### src/rtl/apb_master_ctrl.sv
// -----------------------------------------------------------------------------
// apb_master_ctrl
//   APB4 master that converts a single-outstanding command/response request
//   interface into APB SETUP/ACCESS transfers. Supports write strobes, PSLVERR
//   capture, wait states, an optional PREADY timeout and misaligned-address
//   rejection.
//
// Parameters
//   ADDR_W      address width
//   DATA_W      data width (8, 16, 32 or 64)
//   TIMEOUT_CYC ACCESS cycles without PREADY before abort; 0 disables
//   CHECK_ALIGN 1 = reject commands with nonzero sub-word address bits
//
// Ports
//   PCLK, PRESETn                  clock, asynchronous active-low reset
//   cmd_valid/cmd_ready            command handshake
//   cmd_write/addr/wdata/strb      command payload
//   rsp_valid                      one-cycle completion pulse
//   rsp_rdata/rsp_err/rsp_timeout  response payload (valid with rsp_valid)
//   PSEL..PSTRB                    APB request outputs
//   PREADY/PRDATA/PSLVERR          APB completion inputs
// -----------------------------------------------------------------------------
module apb_master_ctrl #(
  parameter int ADDR_W      = 32,
  parameter int DATA_W      = 32,
  parameter int TIMEOUT_CYC = 256,
  parameter int CHECK_ALIGN = 1
) (
  input  logic                PCLK,
  input  logic                PRESETn,
  input  logic                cmd_valid,
  output logic                cmd_ready,
  input  logic                cmd_write,
  input  logic [ADDR_W-1:0]   cmd_addr,
  input  logic [DATA_W-1:0]   cmd_wdata,
  input  logic [DATA_W/8-1:0] cmd_strb,
  output logic                rsp_valid,
  output logic [DATA_W-1:0]   rsp_rdata,
  output logic                rsp_err,
  output logic                rsp_timeout,
  output logic                PSEL,
  output logic                PENABLE,
  output logic                PWRITE,
  output logic [ADDR_W-1:0]   PADDR,
  output logic [DATA_W-1:0]   PWDATA,
  output logic [DATA_W/8-1:0] PSTRB,
  input  logic                PREADY,
  input  logic [DATA_W-1:0]   PRDATA,
  input  logic                PSLVERR
);

  localparam int STRB_W = DATA_W / 8;
  localparam int CNT_W  = (TIMEOUT_CYC > 0) ? $clog2(TIMEOUT_CYC + 1) : 1;

  // Sub-word address bits; the mask is empty for an 8-bit bus.
  localparam logic [ADDR_W-1:0] ALIGN_MASK = ADDR_W'(STRB_W - 1);
  // Count value seen on the last permitted wait-state edge.
  localparam logic [CNT_W-1:0]  CNT_LAST   =
    (TIMEOUT_CYC > 0) ? CNT_W'(TIMEOUT_CYC - 1) : '0;

  typedef enum logic [1:0] {
    IDLE,
    SETUP,
    ACCESS,
    RESP
  } state_t;

  state_t           state;
  logic [CNT_W-1:0] wait_cnt;
  logic             misaligned;

  assign misaligned = (CHECK_ALIGN != 0) && ((cmd_addr & ALIGN_MASK) != '0);

  // Decoded from registered state; gating with PRESETn keeps the handshake
  // closed during reset and opens it the moment reset is released.
  assign cmd_ready = PRESETn && (state == IDLE);

  // NOTE: sequential state uses non-blocking assignments so every register
  // samples pre-edge values regardless of statement order.
  always_ff @(posedge PCLK or negedge PRESETn) begin
    if (!PRESETn) begin
      state       <= IDLE;
      wait_cnt    <= '0;
      rsp_valid   <= 1'b0;
      rsp_rdata   <= '0;
      rsp_err     <= 1'b0;
      rsp_timeout <= 1'b0;
      PSEL        <= 1'b0;
      PENABLE     <= 1'b0;
      PWRITE      <= 1'b0;
      PADDR       <= '0;
      PWDATA      <= '0;
      PSTRB       <= '0;
    end else begin
      // rsp_valid is a single-cycle pulse unless a branch below raises it.
      rsp_valid <= 1'b0;

      case (state)
        IDLE: begin
          if (cmd_valid) begin
            if (misaligned) begin
              // Rejected without touching the bus; address/data hold.
              state       <= RESP;
              rsp_valid   <= 1'b1;
              rsp_err     <= 1'b1;
              rsp_timeout <= 1'b0;
              rsp_rdata   <= '0;
            end else begin
              state  <= SETUP;
              PSEL   <= 1'b1;
              PADDR  <= cmd_addr;
              PWRITE <= cmd_write;
              PWDATA <= cmd_write ? cmd_wdata : '0;
              PSTRB  <= cmd_write ? cmd_strb  : '0;
            end
          end
        end

        SETUP: begin
          PENABLE <= 1'b1;
          state   <= ACCESS;
        end

        ACCESS: begin
          // PREADY is checked first so it wins over a coincident timeout.
          if (PREADY) begin
            state       <= RESP;
            PSEL        <= 1'b0;
            PENABLE     <= 1'b0;
            wait_cnt    <= '0;
            rsp_valid   <= 1'b1;
            rsp_err     <= PSLVERR;
            rsp_timeout <= 1'b0;
            rsp_rdata   <= (!PWRITE && !PSLVERR) ? PRDATA : '0;
          end else if ((TIMEOUT_CYC > 0) && (wait_cnt == CNT_LAST)) begin
            state       <= RESP;
            PSEL        <= 1'b0;
            PENABLE     <= 1'b0;
            wait_cnt    <= '0;
            rsp_valid   <= 1'b1;
            rsp_err     <= 1'b1;
            rsp_timeout <= 1'b1;
            rsp_rdata   <= '0;
          end else begin
            wait_cnt <= wait_cnt + CNT_W'(1);
          end
        end

        RESP: begin
          // Response fields are only meaningful alongside rsp_valid.
          state       <= IDLE;
          wait_cnt    <= '0;
          rsp_err     <= 1'b0;
          rsp_timeout <= 1'b0;
          rsp_rdata   <= '0;
        end

        default: state <= IDLE;
      endcase
    end
  end

endmodule

### config.mk
export PLATFORM = sky130hd
export DESIGN_NAME = apb_master_ctrl
export DESIGN_NICKNAME = d
export VERILOG_FILES = /design/src/rtl/apb_master_ctrl.sv
export SDC_FILE = /design/constraint.sdc
export NUM_CORES = 1
export LEC_CHECK = 0
export CORE_MARGIN = 5
export CORE_UTILIZATION = 25
export CTS_CLUSTER_SIZE = 24
export DETAILED_ROUTE_END_ITERATION = 8
export MAX_ROUTING_LAYER = met4
export RECOVER_POWER = 25
export SETUP_SLACK_MARGIN = 0.15
export SYNTH_ARGS = -nofsm -noshare
export SYNTH_HDL_FRONTEND = slang
export SYNTH_SLANG_ARGS = --single-unit
### constraint.sdc
create_clock -name PCLK -period 2.6 [get_ports PCLK]
set_input_delay 0.26 -clock PCLK [delete_from_list [all_inputs] [get_ports PCLK]]
set_output_delay 0.26 -clock PCLK [all_outputs]
set_load 0.005 [all_outputs]
# Word level (Yosys, flattened, before mapping)
# Index checks and enable logic that the tools add are counted.
# op_classes
n_reduce_logical,15
n_bitwise,1
mul,0
order_cmp,0
n_mux,36
eq_ne,8
shifts,0
add_sub_neg,1
div_mod_pow,0
# ops
cell,n
32-bit two-way mux,6
32-bit one-hot mux with 3 select lines,1
32-bit nonzero test,1
9-bit two-way mux,2
9-bit one-hot mux with 2 select lines,1
1-bit two-way mux,15
"9-bit by 1-bit adder with 9-bit output, second input constant",1
"9-bit by 8-bit equality test with 1-bit output, second input constant",1
2-bit two-way mux,4
2-bit one-hot mux with 4 select lines,1
4-bit AND reduction,2
"2-bit != test, second input constant",3
1-bit one-hot mux with 2 select lines,3
1-bit one-hot mux with 3 select lines,2
2-bit nonzero test,3
"2-bit equality test, second input constant",2
4-bit two-way mux,1
2-bit AND reduction,2
"3-bit != test, second input constant",1
3-bit AND reduction,1
3-bit nonzero test,1
"2-bit by 1-bit equality test with 1-bit output, second input constant",1
1-bit logical AND,2
1-bit zero test,2
2 further kinds,2
# totals
regBits,117
out_inout_bits,107
rom_bits,0
latch_bits,0
mem_count,0
mem_bits_rw,0
wordCells,73

# Longest topological paths before layout
# Gate-level depths: netlist (run 1).
# logic_depth
ltp_word,5
depth_mapped,7
depth_no_buf,6

# Least setup slack after synthesis (run 1)
# Ideal clock, no wire load.
# synth_path
kind,register to register
from,register state[0]
to,register state[1]
path_slack_ns,0.961
path_stages_with_launch,7
t_required_ns,2.475
arrival_time_ns,1.514
setup_time_ns,0.125
period_less_slack_ns,1.639
path_cell_list,dfrtp_1 -> inv_1 -> ha_1 -> and2b_1 -> o21ai_4 -> o21ai_1 -> mux2_2
# synth_via
elab_chain_cells,3
word_cells_on_any_way,8
classes_between,eq/ne: 5; mux: 1; reduce/logical: 2
# synth_lines
element,line,text
from (decl),68,state_t state;
from (signal assigned),82,state <= IDLE;
from (signal assigned),103,state <= RESP;
from (signal assigned),109,state <= SETUP;
2-bit equality test or 2-bit zero test (tied branches),98,case (state)
3-bit != test (no line) or 2-bit != test (tied branches),n/a,
2-bit AND reduction (no line),n/a,
# Parallel ways exist; a longest one is shown, timed or not.
# A chain may end at the register's enable or synchronous reset.

# Worst setup path in the final report (run 1)
# layout_path
from,register state[0]
to,output cmd_ready
# layout_via
elab_chain_cells,2
# layout_lines
element,line,text
2-bit zero test,76,assign cmd_ready = PRESETn && (state == IDLE);
1-bit logical AND,76,
to (decl),32,"output logic cmd_ready,"
# No other way between the ends.

==> results by stage, run 1 <==
Status:
- The flow ran to the end, but the final reports show violations.
- The final reports fail on max-capacitance violations, max-slew violations.

Clock network:
- The total setup buffers inserted after CTS is 0.
- The maximum count of clock buffers along a single path is 2.
- Post-CTS repair changed the size of 0 cells.
- TritonCTS built the clock tree.
- The total number of clock tree sinks is 117.
- In this run the number of H-tree levels came out at 4.
- The number of buffers inserted for hold repair after clock tree synthesis is 0.
- The insertion delay of the later-clocked pin in the worst-skew pair is 0.40 ns.
- In this run, CTS created clock tree buffers numbering 17.
- After clock tree synthesis, the clock-pin slew on the worst setup and hold paths is 0.06 ns.
- In this run the clock root is driven by a clkbuf_16.

Layout:
- The finished cells cover 7936 sq um.
- The fraction of final layout cells sized beyond drive strength 1 is 10.95%.
- The fill cell total of the finished layout is 1,888.
- The count of placed standard cells in the final layout, fillers left out is 941.
- After the last flow step, the layout net total stands at 777.
- The area growth from synthesis to layout is 60.50%.
- The antenna diode count is 0.

Min path:
- In this run the worst hold path is classified as in -> reg.
- The worst hold path cell count is 3.
- The endpoint of the worst hold path is rsp_rdata[15].
- The worst hold path begins at PRDATA[15].

STA:
- The number of hold-slack violations in the final timing report is 0.
- Headroom to the max-slew limit came out at -9.260%.
- Timing would allow up to 452.1 MHz.
- Between clock sinks in the finished design, the worst skew comes to 0.007789 ns.
- The slew at the pin closest to its max-slew limit is 1.639 ns.
- The setup-violating endpoint count in the final report is 0.
- The worst path in the final design needs a cycle of 2.212 ns, including I/O delays and setup.
- The aggregate negative setup slack is 0 ns.
- Setup repair after global routing left no endpoint under its margin.
- The fraction of the cycle the final worst path needs is 85.08%.
- The number of pins exceeding their max-slew limit in the final report is 118.

Synth:
- The flip-flop cell with the highest count after synthesis is dfrtp_1.
- The number of distinct library cells after synthesis is 35.
- The area fraction of the dominant cell type after synthesis is 59.21%.
- The gate count after technology mapping is 451.
- By area the synthesized netlist is led by dfrtp_1 (59%), nand2_1 (8.5%), mux2_2 (7.7%).
- The sequential cell area fraction in the yosys report is 59.21%.
- The Yosys warning count is 0.
- The post-synth net total is 563.
- Counting flops with an async set or reset pin after synthesis yields a share of 100.0%.
- The number of synthesized register bits is 117.
- The number of enable flip-flop cells after synthesis is 0.
- The summed instance area of the synthesized netlist is 4945 sq um.
- The library cell occupying the most area in the post-synthesis netlist is dfrtp_1.
- After synthesis, the mean cell area works out to 10.96 sq um.

Die:
- 213 I/O pins were placed.
- The area of the die is 22,690 sq um.
- The chip width is 150.6 um.
- The number of rows created at floorplan is 51.
- From bottom edge to top edge, the die measures 150.6 um.
- The starting density of the core is 25.41%.
- The total area inside the core boundary comes to 19,460 sq um.

GRT:
- The wire length of the first global-routing pass is 22.83 mm.
- The initial antenna violation count came to 0.
- The maximum number of pins on one net before global-route repair is 118.
- Global routing used 13.22% of the available tracks across all layers.
- The total overflow left after global routing is 0.
- The via count of the first global-routing pass is 4,410.

Route:
- The detailed-route wire length per cell is 15.26 um.
- The via count of the routed design is 3,941.
- For this block, the routed nets add up to 14.36 mm of wire.
- Before antenna repair, the detailed router went through 4 iterations.
- Dividing the detail-routed via count by the number of cells gives 4.188.
- The number of routed nets with antenna violations is 0.
- The initial detailed-routing violation count is 175.
- After detailed routing, the number of remaining DRC violations is 0.

Power and ir drop:
- IR analysis of the VDD net gives a maximum drop of 0.4265 mV.
- The power density normalized to cell area is 999.2 nW/um^2.
- In this run the static leakage power is 0.003441 uW.

Critical path:
- The family with the most delay on the worst path is buffers and inverters.
- The reg-to-reg critical path endpoint is rsp_rdata[0].
- The signal on the critical path passes through inv_1, ha_1, and2_1, clkdlybuf4s50_1.
- The arrival time of the worst setup path is 1.95 ns.
- The largest individual stage delay along the critical path comes from the cell clkdlybuf4s50_1.
- The element type at the critical path start is a flip-flop.
- For flop-to-flop paths, the worst setup slack is 0.46 ns.
- The delay of the slowest cell on the worst path is 0.52 ns.
- The worst path required time is 2.34 ns.
- The worst setup path is of the reg -> out kind.
- The startpoint identified for the worst register-to-register timing path is state[0].
- Of all nets on the critical path, the largest fanout is 6.
- Together, buffers and inverters on the worst path number 2.
- The worst setup path is captured at an output pin.
- The logic depth of the worst register-to-register path is 7.

Place:
- After detailed placement, the total cell area comes to 7355 sq um.
- The final HPWL from detailed placement is 10.38 mm.
- The total instance count after detailed placement is 911.
- During placement, the flow inserted port buffers numbering 212.
- Routability-driven placement finished with a final weighted congestion of 0.7633.

Flow run:
- The max capacitance violation total is 1.
-- metrics by stage --
step / worst slack, ns / hold WS (ns) / utilization [%] / power (uW)
final: 0.3879 / 0.4050 / 40.78 / 7930
after global routing: 0.2404 / 0.3835 / 40.78 / 8411
after CTS: 0.3341 / 0.002265 / 40.86 / 8086
after detailed placement: 0.4752 / 0.4460 / 37.79 / 5642
after global placement: 0.5477 / 0.4353 / 37.79 / 5547
after floorplan: 0.9612 / -0.03559 / - / 3983
-- cells by family (layout without fill, tap and decap cells) --
logic type                 Yosys count  in the layout  share of synthesized area [%]
DFF                                117            117                          59.21
buffers and inverters               61            286                          5.314
and+or+nand+nor                    133            133                          11.36
AOI/OAI and AO/OA                   66             66                          7.996
xor gates and xnor gates             1              1                         0.1772
muxes                               67             67                          14.42
adders and majority gates            6              6                          1.518
-- report_power, final --
part / leakage, uW / internal [uW] / switching, uW / total, uW
Clock: 0.000287 / 1570 / 807 / 2370
Sequential: 0.00154 / 2420 / 338 / 2750
Combinational: 0.00161 / 1690 / 1110 / 2800
Total: 0.00344 / 5670 / 2260 / 7930
-- state kept, by name, indices dropped and copies added, names as in the netlist, 2 cells and up --
| name | count |
|---|---|
| rsp_rdata | 32 |
| PSTRB | 4 |
| PADDR | 32 |
| PWDATA | 32 |
| wait_cnt | 9 |
| state | 2 |
-- layout by cell type (no fill, tap or decap), types with 2 or more instances in the layout --
cell type        count
a21o_1               2
a21oi_1              6
a22o_1               5
a31oi_1              3
a41oi_1              3
and2_1               3
buf_4                3
bufinv_16            3
clkbuf_1             2
clkbuf_16           17
clkbuf_8             3
clkdlybuf4s50_1    211
clkinv_2             3
clkinvlp_4           3
dfrtp_1            117
ha_1                 6
inv_1               38
mux2_2              34
mux2i_1             33
nand2_1            112
nand3_1              2
nor2_1               7
o211a_1              2
o21ai_0             41
-- synth_stat cells, types with 2 or more instances --
| master | count |
|---|---|
| dfrtp_1 | 117 |
| nand2_1 | 112 |
| o21ai_0 | 41 |
| inv_1 | 38 |
| mux2_2 | 34 |
| mux2i_1 | 33 |
| clkbuf_1 | 11 |
| nor2_1 | 7 |
| a21oi_1 | 6 |
| buf_2 | 6 |
| ha_1 | 6 |
| a22o_1 | 5 |
| a31oi_1 | 3 |
| a41oi_1 | 3 |
| and2_1 | 3 |
| buf_6 | 3 |
| nand3_1 | 3 |
| a21o_1 | 2 |
| o211a_1 | 2 |
-- cell type report --
cell class / instances / area [sq um] / share of cell area, %
well taps: 265 / 331.6 / 4.178
flip-flops and latches: 117 / 2928 / 36.89
multi-input cells: 273 / 1767 / 22.26
clock buffers: 21 / 470.5 / 5.928
repair buffers: 217 / 2166 / 27.29
inverters: 39 / 146.4 / 1.845
clock inverters: 9 / 127.6 / 1.608
-- worst max-delay path by stage --
stage / startpoint / endpoint / slack (ns) / cells past startpoint
floorplan: state[0] / state[1] / 0.96 / 6
global placement: cmd_valid / rsp_rdata[13] / 0.55 / 6
detailed placement: cmd_valid / rsp_rdata[0] / 0.48 / 6
CTS: state[0] / cmd_ready / 0.33 / 4
global route: state[0] / cmd_ready / 0.24 / 4
finish: state[0] / cmd_ready / 0.39 / 4
-- per-layer routing --
layer	up-vias	part of all wire (%)	GRT usage, %
met5	-	0	-
li1	1905	-	-
met3	22	5.8	3.703
met1	1891	40	14.72
met2	123	52	22.54
met4	0	2.3	5.122
-- worst reg2reg max path, stage by stage (launching register included) --
cell and delay, ns:
dfrtp_1 0.40, inv_1 0.13, ha_1 0.33, and2b_1 0.25
o21ai_4 0.11, nand2_4 0.07, buf_4 0.47, mux2i_1 0.29
Power figures use the tool's default switching activity.
==> run 2, diff against run 1 <==
--- a/config.mk
+++ b/config.mk
@@ -7,7 +7,6 @@
 export LEC_CHECK = 0
 export CORE_MARGIN = 5
 export CORE_UTILIZATION = 25
-export CTS_CLUSTER_SIZE = 24
 export DETAILED_ROUTE_END_ITERATION = 8
 export MAX_ROUTING_LAYER = met4
 export RECOVER_POWER = 25
==> results of run 2 <==
The final DEF is identical to that of run 1; final timing and power are the same.
==> run 3, diff against run 2 <==
--- a/config.mk
+++ b/config.mk
@@ -7,10 +7,12 @@
 export LEC_CHECK = 0
 export CORE_MARGIN = 5
 export CORE_UTILIZATION = 25
+export CTS_CLUSTER_SIZE = 14
 export DETAILED_ROUTE_END_ITERATION = 8
 export MAX_ROUTING_LAYER = met4
-export RECOVER_POWER = 25
+export RECOVER_POWER = 50
 export SETUP_SLACK_MARGIN = 0.15
+export SKIP_LAST_GASP = 1
 export SYNTH_ARGS = -nofsm -noshare
 export SYNTH_HDL_FRONTEND = slang
 export SYNTH_SLANG_ARGS = --single-unit
==> results by stage, run 3 (same netlist as run 1, synthesis figures left out) <==
Place:
- The count of port buffers added during placement came to 212 (unchanged).
- The final weighted congestion in routability-driven placement is 0.7633 (unchanged).
- The total cell area at the placement stage is 7355 sq um (unchanged).
- The total instance count after detailed placement is 911 (unchanged).
- The final HPWL from detailed placement is 10.38 mm (unchanged).

Power and ir drop:
- The part of the power in the clock network is 30.4% (+0.5 points).
- The maximum VDD drop is 0.4243 mV (-0.52%).
- The switching part of the total is 28.68% (+0.22 points).
- The design internal power is 5568 uW (-1.8%).
- The power density normalized to cell area is 984.5 nW/um^2 (-1.5%).
- The part of the total power dissipated in sequential elements was 35.1% (+0.4 points).
- The leakage power figure is 0.003545 uW (+3.0%).
- The proportion of power drawn by combinational gates is 34.5% (-0.8 points).
- The net switching power is 2239 uW (-0.80%).

Critical path:
- In this run the critical register-to-register path is captured at rsp_rdata[0].
- The arrival time of the worst setup path is 1.96 ns (about the same).
- The setup slack of the worst register-to-register path came to 0.46 ns (about the same).
- The element type at the critical path start is a flip-flop.
- The maximum net fanout on the critical path is 6 (unchanged).
- STA classifies the critical path endpoint as an output pin.
- The worst path required time came to 2.34 ns (about the same).
- The logic depth of the worst register-to-register path was 7 (unchanged).
- The reg-to-reg startpoint is state[0].
- The setup path with the least slack is of type reg -> out.

Route:
- The met2 layer wire length in the routed design was 7.502 mm (about the same).
- The met3 wirelength from detailed routing is 778 um (-6.0%).
- The detailed-router iteration count before antenna repair is 4 (unchanged).
- The average vias per placed instance was 4.176 (-0.28%).
- The number of routed nets with antenna violations was 0 (unchanged).
- The routed length on met1 was 5.736 mm (+0.65%).
- The number of DRC violations after detailed routing is 0 (unchanged).
- The initial detailed-routing violation count was 188 (+7.4%).
- The final routed wirelength across all metal layers came to 14.34 mm (about the same).
- Routed signal wires occupy layers up through met4.
- The via count of the routed design came to 3,930 (-0.28%).
- The detailed-route wire length per cell was 15.24 um (about the same).

Die:
- The chip width is 150.6 um (unchanged).
- The number of rows created at floorplan is 51 (unchanged).
- The starting density of the core was 25.41% (unchanged).
- The area inside the core boundary is 19,460 sq um (unchanged).
- The die height came to 150.6 um (unchanged).
- The top-level port count is 213 (unchanged).
- The area of the die is 22,690 sq um (unchanged).

Clock network:
- The clock-pin slew reported for the worst setup and hold paths after clock tree synthesis is 0.06 ns (about the same).
- The total of cells resized after clock tree synthesis came to 0 (unchanged).
- The total number of clock tree sinks is 117 (unchanged).
- The clock root buffer is clkbuf_16.
- The maximum level of the CTS H-tree is 4 (unchanged).
- TritonCTS built the clock tree.
- The total setup buffers inserted after CTS is 0 (unchanged).
- The number of buffers inserted for hold repair after clock tree synthesis is 0 (unchanged).
- The maximum count of clock buffers along a single path was 2 (unchanged).
- The number of buffers created by CTS came to 17 (unchanged).
- The insertion delay of the later-clocked pin in the worst-skew pair is 0.40 ns (about the same).

STA:
- Setup repair after global routing left no endpoint under its margin.
- The fraction of the cycle the final worst path needs was 85.29% (+0.21 points).
- The normalized max-slew margin was -9.093% (+0.17 points).
- The worst clock skew is 0.007874 ns (+0.00008474 ns).
- The worst hold-check slack came to 0.4057 ns (+0.0006660 ns).
- The number of pins exceeding their max-slew limit in the final report was 118 (unchanged).
- The minimum clock period after layout is 2.218 ns (+0.005485 ns).
- The aggregate negative setup slack came to 0 ns (unchanged).
- The slew at the pin closest to its max-slew limit is 1.636 ns (-0.002506 ns).
- The setup-violating endpoint count in the final report is 0 (unchanged).
- The maximum operating frequency came to 450.9 MHz (-0.25%).
- The number of hold-slack violations in the final timing report is 0 (unchanged).

Layout:
- The library cells used most frequently in the layout, excluding fill and tap cells, are clkdlybuf4s50_1 (160), dfrtp_1 (117), nand2_1 (112).
- The most common cell after layout, fill and taps aside is clkdlybuf4s50_1.
- The utilization after layout is 40.75% (about the same).
- The antenna diode count is 0 (unchanged).
- In the final layout, the registers with the most flip-flops are PADDR x32, PWDATA x32, rsp_rdata x32.
- The area growth from synthesis to layout is 60.37% (about the same).
- The net total in the final layout was 777 (unchanged).
- The count of placed standard cells in the final layout, fillers left out is 941 (unchanged).
- The fraction of final layout cells sized beyond drive strength 1 was 10.80% (-0.15 points).
- The cell area after layout came to 7930 sq um (about the same).

Min path:
- The worst hold path cell count was 3 (unchanged).
- The path type of the worst min-delay path is in -> reg.
- The path with the worst hold slack has its endpoint at rsp_rdata[15].
- The startpoint identified for the worst hold timing path is PRDATA[15].

GRT:
- The global-route congestion overflow total was 0 (unchanged).
- The maximum number of pins on one net before global-route repair was 118 (unchanged).
- The initial antenna violation count is 0 (unchanged).
- The global-route total usage across every layer is 13.22% (unchanged).
- The wire length of the first global-routing pass is 22.83 mm (unchanged).
- The via count of the first global-routing pass is 4,410 (unchanged).

Flow run:
- The max capacitance violation total was 1 (unchanged).

Status:
- The checks that failed: max-capacitance violations, max-slew violations.
- The flow ran to the end, but the final reports show violations.
-- run 3: power by group through the flow --
| stage | Clock [uW] | Combinational, uW | Sequential [uW] |
|---|---|---|---|
| 2_1_floorplan | 0 | 1190 | 2800 |
| 3_3_place_gp | 0 | 2790 | 2760 |
| 3_5_place_dp | 0 | 2850 | 2790 |
| 4_1_cts | 2460 | 2860 | 2770 |
| 5_1_grt | 2550 | 2920 | 2820 |
| 6_report | 2370 | 2690 | 2740 |
-- run 3: cell type report --
class	instances	area, sq um
Inverter	39	146.4
Multi-Input combinational cell	273	1760
Tap cell	265	331.6
Clock buffer	21	470.5
Sequential cell	117	2928
Clock inverter	9	127.6
Timing Repair Buffer	217	2166
Fill cell	1890	11530
-- run 3: worst max-delay path by stage --
stage | startpoint | to | cells after the start
after detailed placement | cmd_valid | rsp_rdata[0] | 6
final | state[0] | cmd_ready | 4
after global placement | cmd_valid | rsp_rdata[13] | 6
after floorplan | state[0] | state[1] | 6
after global routing | state[0] | cmd_ready | 4
after CTS | state[0] | cmd_ready | 4
-- run 3: per-stage QoR --
step / total power, uW / setup slack (ns)
2_1_floorplan: 3983 / 0.9612
3_3_place_gp: 5547 / 0.5477
3_5_place_dp: 5642 / 0.4752
4_1_cts: 8086 / 0.3341
5_1_grt: 8292 / 0.2404
6_report: 7807 / 0.3824
-- run 3: routing by layer --
layer	GRT usage, %	vias up
met4	5.122	0
li1	-	1906
met3	3.703	20
met2	22.54	117
met5	-	-
met1	14.72	1887
-- run 3: critical path, stage by stage, from the launching register on --
cell             delay [ns]
dfrtp_1                0.40
inv_1                  0.13
ha_1                   0.31
and2_1                 0.19
clkdlybuf4s50_1        0.52
